[config.mk]
export PLATFORM = sky130hd
export DESIGN_NAME = dp_ram_march_bist
export DESIGN_NICKNAME = d
export VERILOG_FILES = /design/src/rtl/dp_ram_march_bist.sv
export SDC_FILE = /design/constraint.sdc
export NUM_CORES = 1
export LEC_CHECK = 0
export CORE_MARGIN = 2
export CORE_UTILIZATION = 52
export CTS_BUF_LIST = sky130_fd_sc_hd__clkbuf_16
export CTS_CLUSTER_SIZE = 30
export DETAILED_ROUTE_END_ITERATION = 8
export PLACE_DENSITY = 0.85
export SYNTH_ARGS = -nofsm -noshare
export SYNTH_HDL_FRONTEND = slang
export SYNTH_SLANG_ARGS = --single-unit
[constraint.sdc]
create_clock -name clk -period 3.2 [get_ports clk]
set_clock_uncertainty 0.15 [all_clocks]
set_input_delay 0.96 -clock clk [delete_from_list [all_inputs] [get_ports clk]]
set_output_delay 0.96 -clock clk [all_outputs]
set_load 0.05 [all_outputs]
[src/rtl/dp_ram_march_bist.sv]
`default_nettype none
// ============================================================================
// Module      : dp_ram_march_bist
// Description : March C- self-test controller for one dp_ram instance, with
//               pass/fail reporting and first-failure capture.
// Revision    : 1.0 - initial release
// ============================================================================
module dp_ram_march_bist #(
    parameter int ADDR_WIDTH = 4,
    parameter int DATA_WIDTH = 8
) (
    input  logic                  clk,
    input  logic                  rst,
    input  logic                  start,
    output logic                  busy,
    output logic                  done,
    output logic                  fail,
    output logic [2:0]            fail_elem,
    output logic [ADDR_WIDTH-1:0] fail_addr,
    output logic [DATA_WIDTH-1:0] fail_data,
    output logic                  ram_rd_en,
    output logic                  ram_wr_en,
    output logic [ADDR_WIDTH-1:0] ram_rd_addr,
    output logic [ADDR_WIDTH-1:0] ram_wr_addr,
    output logic [DATA_WIDTH-1:0] ram_data_in,
    output logic [DATA_WIDTH-1:0] ram_mask_in,
    input  logic [DATA_WIDTH-1:0] ram_data_out
);

    localparam logic [2:0] c_IDLE   = 3'd0;
    localparam logic [2:0] c_WRITE  = 3'd1;
    localparam logic [2:0] c_READ   = 3'd2;
    localparam logic [2:0] c_WRCHK  = 3'd3;
    localparam logic [2:0] c_RDONLY = 3'd4;
    localparam logic [2:0] c_DRAIN  = 3'd5;
    localparam logic [2:0] c_DONE   = 3'd6;

    localparam logic [ADDR_WIDTH-1:0] c_ADDR_MAX = '1;
    localparam logic [ADDR_WIDTH-1:0] c_ADDR_MIN = '0;
    localparam logic [ADDR_WIDTH-1:0] c_ADDR_ONE = {{(ADDR_WIDTH-1){1'b0}}, 1'b1};
    localparam logic [DATA_WIDTH-1:0] c_P0       = '0;
    localparam logic [DATA_WIDTH-1:0] c_P1       = '1;

    logic [2:0]            r_state;
    logic [2:0]            r_elem;
    logic [ADDR_WIDTH-1:0] r_addr;
    logic [ADDR_WIDTH-1:0] r_prev_addr;
    logic                  r_rd_pend;
    logic                  r_fail;
    logic [2:0]            r_fail_elem;
    logic [ADDR_WIDTH-1:0] r_fail_addr;
    logic [DATA_WIDTH-1:0] r_fail_data;

    logic                  w_down;
    logic                  w_last;
    logic [DATA_WIDTH-1:0] w_expect;
    logic                  w_mismatch;

    // E3/E4 walk downwards; every other element walks upwards
    assign w_down     = (r_elem == 3'd3) || (r_elem == 3'd4);
    assign w_last     = w_down ? (r_addr == c_ADDR_MIN) : (r_addr == c_ADDR_MAX);
    assign w_expect   = ((r_elem == 3'd2) || (r_elem == 3'd4)) ? c_P1 : c_P0;
    assign w_mismatch = (ram_data_out != w_expect);

    assign busy        = (r_state != c_IDLE) && (r_state != c_DONE);
    assign done        = (r_state == c_DONE);
    assign fail        = r_fail;
    assign fail_elem   = r_fail_elem;
    assign fail_addr   = r_fail_addr;
    assign fail_data   = r_fail_data;
    assign ram_rd_en   = (r_state == c_READ) || (r_state == c_RDONLY);
    assign ram_wr_en   = (r_state == c_WRITE) || (r_state == c_WRCHK);
    assign ram_rd_addr = r_addr;
    assign ram_wr_addr = r_addr;
    assign ram_data_in = (r_state == c_WRCHK) ? ~w_expect : c_P0;
    assign ram_mask_in = '1;

    always_ff @(posedge clk) begin
        if (rst) begin
            r_state     <= c_IDLE;
            r_elem      <= 3'd0;
            r_addr      <= c_ADDR_MIN;
            r_prev_addr <= c_ADDR_MIN;
            r_rd_pend   <= 1'b0;
            r_fail      <= 1'b0;
            r_fail_elem <= 3'd0;
            r_fail_addr <= c_ADDR_MIN;
            r_fail_data <= c_P0;
        end else begin
            // Tracks the pipelined E5 read whose data arrives next cycle
            r_rd_pend   <= (r_state == c_RDONLY);
            r_prev_addr <= r_addr;
            case (r_state)
                c_IDLE, c_DONE: begin
                    if (start) begin
                        r_state     <= c_WRITE;
                        r_elem      <= 3'd0;
                        r_addr      <= c_ADDR_MIN;
                        r_fail      <= 1'b0;
                        r_fail_elem <= 3'd0;
                        r_fail_addr <= c_ADDR_MIN;
                        r_fail_data <= c_P0;
                    end
                end
                c_WRITE: begin
                    if (r_addr == c_ADDR_MAX) begin
                        r_state <= c_READ;
                        r_elem  <= 3'd1;
                        r_addr  <= c_ADDR_MIN;
                    end else begin
                        r_addr <= r_addr + c_ADDR_ONE;
                    end
                end
                c_READ: begin
                    r_state <= c_WRCHK;
                end
                c_WRCHK: begin
                    if (w_mismatch) begin
                        r_state     <= c_DONE;
                        r_fail      <= 1'b1;
                        r_fail_elem <= r_elem;
                        r_fail_addr <= r_addr;
                        r_fail_data <= ram_data_out;
                    end else if (w_last) begin
                        if (r_elem == 3'd4) begin
                            r_state <= c_RDONLY;
                            r_elem  <= 3'd5;
                            r_addr  <= c_ADDR_MIN;
                        end else begin
                            r_state <= c_READ;
                            r_elem  <= r_elem + 3'd1;
                            // Next element starts at the top when it walks down
                            r_addr  <= (r_elem >= 3'd2) ? c_ADDR_MAX : c_ADDR_MIN;
                        end
                    end else begin
                        r_state <= c_READ;
                        r_addr  <= w_down ? (r_addr - c_ADDR_ONE) : (r_addr + c_ADDR_ONE);
                    end
                end
                c_RDONLY: begin
                    if (r_rd_pend && w_mismatch) begin
                        r_state     <= c_DONE;
                        r_fail      <= 1'b1;
                        r_fail_elem <= r_elem;
                        r_fail_addr <= r_prev_addr;
                        r_fail_data <= ram_data_out;
                    end else if (r_addr == c_ADDR_MAX) begin
                        r_state <= c_DRAIN;
                    end else begin
                        r_addr <= r_addr + c_ADDR_ONE;
                    end
                end
                c_DRAIN: begin
                    r_state <= c_DONE;
                    if (w_mismatch) begin
                        r_fail      <= 1'b1;
                        r_fail_elem <= r_elem;
                        r_fail_addr <= r_prev_addr;
                        r_fail_data <= ram_data_out;
                    end
                end
                default: begin
                    r_state <= c_IDLE;
                end
            endcase
        end
    end

endmodule
`default_nettype wire

# ---- Yosys cells after proc, flatten, opt, wreduce, memory -nomap -nowiden
# Index checks and enable logic that the tools add are counted.
dict set report totals {
  reg_bits 31
  input_bits 11
  wordCells 99
}
dict set report classes {
  n_addsub 3
  n_lt_le_gt_ge 1
  n_eq_ne 23
  muxes 42
  bitwise 1
  reduce_logical 20
}
# operator count
set op_table {}
lappend op_table {{4-bit 2-to-1 mux} 12}
lappend op_table {{3-bit 2-to-1 mux} 14}
lappend op_table {{8-bit 2-to-1 mux} 5}
lappend op_table {{4-bit case mux with 4 select lines} 2}
lappend op_table {{8-bit case mux with 3 select lines} 1}
lappend op_table {{3-bit case mux with 3 select lines} 2}
lappend op_table {{3-bit case mux with 6 select lines} 1}
lappend op_table {{5-bit AND reduction} 3}
lappend op_table {{2-bit != test (second input constant)} 7}
lappend op_table {{3-bit by 2-bit equality test with 1-bit output (second input constant)} 4}
lappend op_table {{3-bit equality test (second input constant)} 4}
lappend op_table {{3-bit nonzero test} 3}
lappend op_table {{8-bit != test} 1}
lappend op_table {{8-bit inverter} 1}
lappend op_table {{4-bit nonzero test} 2}
lappend op_table {{2-bit by 1-bit != test with 1-bit output (second input constant)} 3}
lappend op_table {{4-bit by 1-bit adder with 4-bit output (second input constant)} 1}
lappend op_table {{4-bit equality test (second input constant)} 1}
lappend op_table {{4-bit zero test} 1}
lappend op_table {{1-bit logical OR} 4}
lappend op_table {{1-bit 2-to-1 mux} 4}
lappend op_table {{4-bit AND reduction} 1}
lappend op_table {{2-bit OR reduction} 2}
lappend op_table {{4-bit by 1-bit subtractor with 4-bit output (second input constant)} 1}
lappend op_table {{other kinds (9)} 10}

# ---- Logic depth before layout (Yosys ltp)
dict set report depth {
  word_depth 7
  ltp_mapped 9
  ltp_nobuf 7
}

# ---- Worst setup path before layout
# OpenSTA, ideal clock, no wires.
dict set report synth_timing {
  path_kind {register to output}
  from {register r_elem[0]}
  to {output ram_data_in[1]}
  t_arrival_ns 1.792
  setup_slack_ns 0.298
  path_stages_with_launch 6
  cell_sequence {dfxtp_1 -> inv_1 -> ha_1 -> mux2i_2 -> and2_1 -> buf_4}
}
dict set report synth_via {
  elab_chain_cells 5
}
# element line_no
set synth_rtl {}
lappend synth_rtl {{start, declared} 45} ;# logic [2:0] r_elem;
lappend synth_rtl {{start signal, assigned} 131} ;# r_elem <= r_elem + 3'd1;
lappend synth_rtl {{3-bit by 2-bit equality test with 1-bit output or 3-bit equality test (tied branches)} 62} ;# assign w_expect = ((r_elem == 3'd2) || (r_elem == 3'd4)) ? c_P1 : c_P0;
lappend synth_rtl {{1-bit logical OR (*)} 62}
lappend synth_rtl {{8-bit 2-to-1 mux (*)} 62}
lappend synth_rtl {{8-bit inverter (*)} 75} ;# assign ram_data_in = (r_state == c_WRCHK) ? ~w_expect : c_P0;
lappend synth_rtl {{8-bit 2-to-1 mux (*)} 75}
lappend synth_rtl {{end, declared} 25} ;# output logic [DATA_WIDTH-1:0] ram_data_in,
# Every way passes the cells marked *; elsewhere a longest branch is shown, timed or not.

# ---- Worst setup path in the final report
# Same ends and word-level chain as after synthesis.

==> results <==
- The worst setup path is captured at an output pin.
- Summed over all layers, the global routing overflow is 0.
- The clock network is responsible for 38.4% of the overall power.
- After detailed placement, the design holds a cell count of 305.
- The startpoint type of the worst setup path is a register.
- Once placement finished, the instance area stood at 2500 um2.
- Net switching is 30.3% of the power.
- The placeable core region is 3720 um2.
- The I/O pin total is 55.
- The count of unique library cells instantiated by Yosys is 56.
- The clock period could shrink to 3.05 ns.
- The wire length of the first global-routing pass is 8370 um.
- The deepest clock path buffer count is 2.
- Routability-driven placement finished with a final weighted congestion of 0.949.
- The tightest hold path in the finished design has a slack of 0.302 ns.
- The finished layout holds 311 standard cells, fillers aside.
- The final-report max-slew violation count is 0.
- The number of gates given a new drive strength after cts is 0.
- The number of setup violations in the final report is 0.
- The final setup slack of the worst path is 0.149 ns.
- The fraction of post-synthesis cell area in the top cell type by area is 30.5%.
- The post-route fraction of the period consumed by the critical path is 95.3%.
- Prior to clock tree synthesis, the placed netlist has a worst setup slack of 0.108 ns.
- Summing the areas of all compound-gate instances in the mapped netlist gives 30.5% of the synthesized area.
- The total clock sinks is 31.
- Setup repair after global routing left no endpoint under its margin.
- Cell internal power was estimated by the tool at 0.767 mW.
- At the pin with the least slew margin, the transition time is 0.595 ns.
- The async set-or-reset flop fraction in the synthesized netlist is 0%.
- The max-cap violation count is 0.
- Summing the areas of all fa, ha and maj instances in the mapped netlist gives 3.07% of the synthesized area.
- The number of nets with antenna violations after routing is 0.
- Once the floorplan was initialized, standard cells occupied 54.8% of the core.
- The layout overhead on the synthesized area is 29.3%.
- The net count reported at finish is 280.
- The number of remaining DRC errors is 0.
- The count of buffers from port buffering is 46.
- The post-route standard cell area excluding fillers is 2630 um2.
- For this design the total switching power over the nets is 0.333 mW.
- The xor/xnor share of the synthesized area is 0.430%.
- The cell at the root of the clock tree is sky130_fd_sc_hd__clkbuf_16.
- The overall track demand over capacity in global routing is 24.7%.
- The initialized floorplan defines 22 standard-cell rows.
- The TritonCTS clock tree is done.
- Clock-pin slew was measured on the worst setup and hold paths at 0.04 ns.
- For this block, the routed nets add up to 5240 um of wire.
- After detailed routing, the average wire length per cell comes to 16.8 um.
- Summed over all cells, the static leakage comes to 0.992 nW.
- The wire-length estimate of the detail-placed layout is 3840 um.
- The synthesized netlist devotes 18.4% of its cell area to simple gates.
- Synthesis produced 230 cells.
- Each instance of the synthesized netlist takes up on average 8.85 um2.
- The total design power is 1.10 mW.
- The largest fanout on the critical path is 8.
- Ranked by total cell area, the synthesized netlist is headed by sky130_fd_sc_hd__dfxtp_1 30%, sky130_fd_sc_hd__buf_4 7.0%, sky130_fd_sc_hd__a22o_1 6.0%.
- The count of H-tree levels built during CTS is 2.
- The sequential cell fraction of total power is 37.1%.
- In this run the vertical extent of the chip is 66.6 um.
- The type of the tightest min-delay check is reg2reg.
- The antenna diode count is 0.
- Combinational logic is responsible for 24.4% of the overall power.
- The post-synthesis instance area is 2040 um2.
- For this run, the top clock speed supported by timing is 0.328 GHz.
- In this run, post-CTS hold repair placed 0 buffers.
- Data on the critical path is required at its endpoint by 2.09 ns.
- Of the synthesized area, sequential elements account for 30.5%.
- In this run, synthesis produced a sequential element count of 31.
- The proportion of layout cells with a drive suffix above 1 is 14.8%.
- During synthesis, Yosys emitted a total of 0 warnings.
- The multiplexer share of the synthesized area is 3.87%.
- For this run, the share of the core covered by cells in the final layout is 70.8%.
- The worst vdd rail ir drop is 0.227 mV.
- The critical setup path kind is reg2out.
- The data arrival time of the critical path is 1.94 ns.
- In the synthesized netlist the dominant register cell turns out to be sky130_fd_sc_hd__dfxtp_1.
- The synthesized design contains 0 enable-type register cells.
- The power density over the cells is 418 nW/um2.
- By area, the combinational part of the netlist is dominated by compound AO/OA/AOI/OAI gates.
- The flow ran to the end, and the final reports show no timing, DRC or antenna violations.
- The largest net degree at the start of global routing is 22.
- The most area-hungry cell type in the Yosys netlist is sky130_fd_sc_hd__dfxtp_1.
- The horizontal extent of the die is 66.6 um.
- Buffers inserted during clock tree synthesis total 5.
- The final sum of negative setup slack is 0 ns.
- The initial antenna violation count is 0.
- The number of iterations in the first detailed-routing pass is 8.
- The vias per cell is 6.28.
- Measured against its own limit, the worst slew margin works out to 60.0%.
- At the later pin of the worst-skew pair, clock insertion delay measures 0.27 ns.
- The die covers 4430 um2.
- The number of global-route vias before repair is 1,777.
- Detailed routing inserted a total of 1,952 vias.
- The number of buffers inserted to repair setup after CTS is 0.
- The hold violation count in the final report came to 0.
- The first-iteration detailed-routing DRC count is 219.
==> cell usage after synthesis (5+ instances only) <==
master / instances
sky130_fd_sc_hd__a21oi_1: 11
sky130_fd_sc_hd__a22o_1: 14
sky130_fd_sc_hd__buf_4: 19
sky130_fd_sc_hd__clkbuf_1: 8
sky130_fd_sc_hd__dfxtp_1: 31
sky130_fd_sc_hd__ha_1: 5
sky130_fd_sc_hd__inv_1: 9
sky130_fd_sc_hd__nand2_1: 11
sky130_fd_sc_hd__nand2b_1: 5
sky130_fd_sc_hd__nand3_1: 7
sky130_fd_sc_hd__nor2_1: 8
sky130_fd_sc_hd__nor4_1: 5
sky130_fd_sc_hd__o21ai_0: 10
sky130_fd_sc_hd__or3_1: 5
==> kinds of logic after synthesis <==
family,after synthesis
muxes,6
xor gates and xnor gates,1
DFF,31
and+or+nand+nor,65
buffers and inverters,44
adders and majority gates,5
other,1
AOI/OAI and AO/OA,77
==> layout by cell type, fill, tap and decap left out, types with 3 or more instances in the layout <==
cell,n
sky130_fd_sc_hd__a21o_1,4
sky130_fd_sc_hd__a21oi_1,11
sky130_fd_sc_hd__a22o_1,14
sky130_fd_sc_hd__a311oi_1,4
sky130_fd_sc_hd__a31oi_1,3
sky130_fd_sc_hd__a32oi_1,4
sky130_fd_sc_hd__buf_12,9
sky130_fd_sc_hd__buf_4,12
sky130_fd_sc_hd__clkbuf_16,5
sky130_fd_sc_hd__clkdlybuf4s50_1,34
sky130_fd_sc_hd__conb_1,8
sky130_fd_sc_hd__dfxtp_1,31
sky130_fd_sc_hd__ha_1,5
sky130_fd_sc_hd__inv_1,10
sky130_fd_sc_hd__nand2_1,11
sky130_fd_sc_hd__nand2b_1,5
sky130_fd_sc_hd__nand3_1,7
sky130_fd_sc_hd__nand3b_1,4
sky130_fd_sc_hd__nor2_1,8
sky130_fd_sc_hd__nor2b_1,4
sky130_fd_sc_hd__nor4_1,5
sky130_fd_sc_hd__o211ai_1,4
sky130_fd_sc_hd__o21ai_0,10
sky130_fd_sc_hd__or3_1,5
==> final timing paths <==
path | startpoint | endpoint | slack, ns | cells past startpoint
max | r_elem[0] | ram_data_in[1] | 0.15 | 6
min | fail | fail | 0.30 | 1
max reg2reg | r_elem[0] | fail_data[3] | 0.59 | 9
min reg2reg | fail | fail | 0.30 | 1
==> cell type report <==
cell class / instances / area (um2)
Tap cell: 48 / 60.1
Inverter: 9 / 33.8
Clock buffer: 5 / 125
Multi-Input combinational cell: 162 / 1180
Fill cell: 265 / 1080
Sequential cell: 31 / 621
Timing Repair Buffer: 55 / 611
Clock inverter: 1 / 3.75
==> critical path, cell delays in order, from the launching register on <==
cell                      delay (ns)
sky130_fd_sc_hd__dfxtp_1        0.39
sky130_fd_sc_hd__inv_1          0.11
sky130_fd_sc_hd__ha_1           0.27
sky130_fd_sc_hd__mux2i_2        0.30
sky130_fd_sc_hd__and2_1         0.18
sky130_fd_sc_hd__buf_4          0.25
sky130_fd_sc_hd__buf_12         0.17
==> registers in the layout, indices dropped and copies added, names as in the netlist <==
signal       count
fail_data        8
fail_addr        4
r_prev_addr      4
ram_rd_addr      4
fail_elem        3
r_elem           3
r_state          3
fail             1
r_rd_pend        1
==> power by group through the flow <==
stage | Clock, mW | Combinational, mW | Sequential, mW
after global placement | 0 | 0.261 | 0.416
after detailed placement | 0 | 0.266 | 0.416
after CTS | 0.427 | 0.267 | 0.409
after floorplan | 0 | 0.161 | 0.449
final | 0.423 | 0.269 | 0.409
after global routing | 0.448 | 0.284 | 0.410
==> metal layers <==
metal	routed length, um	global-route usage, %
met4	117	12.2
met3	323	5.74
met5	0	0
met1	2230	30.7
met2	2570	39.9
Note: power is estimated with default switching activity, not from simulation.
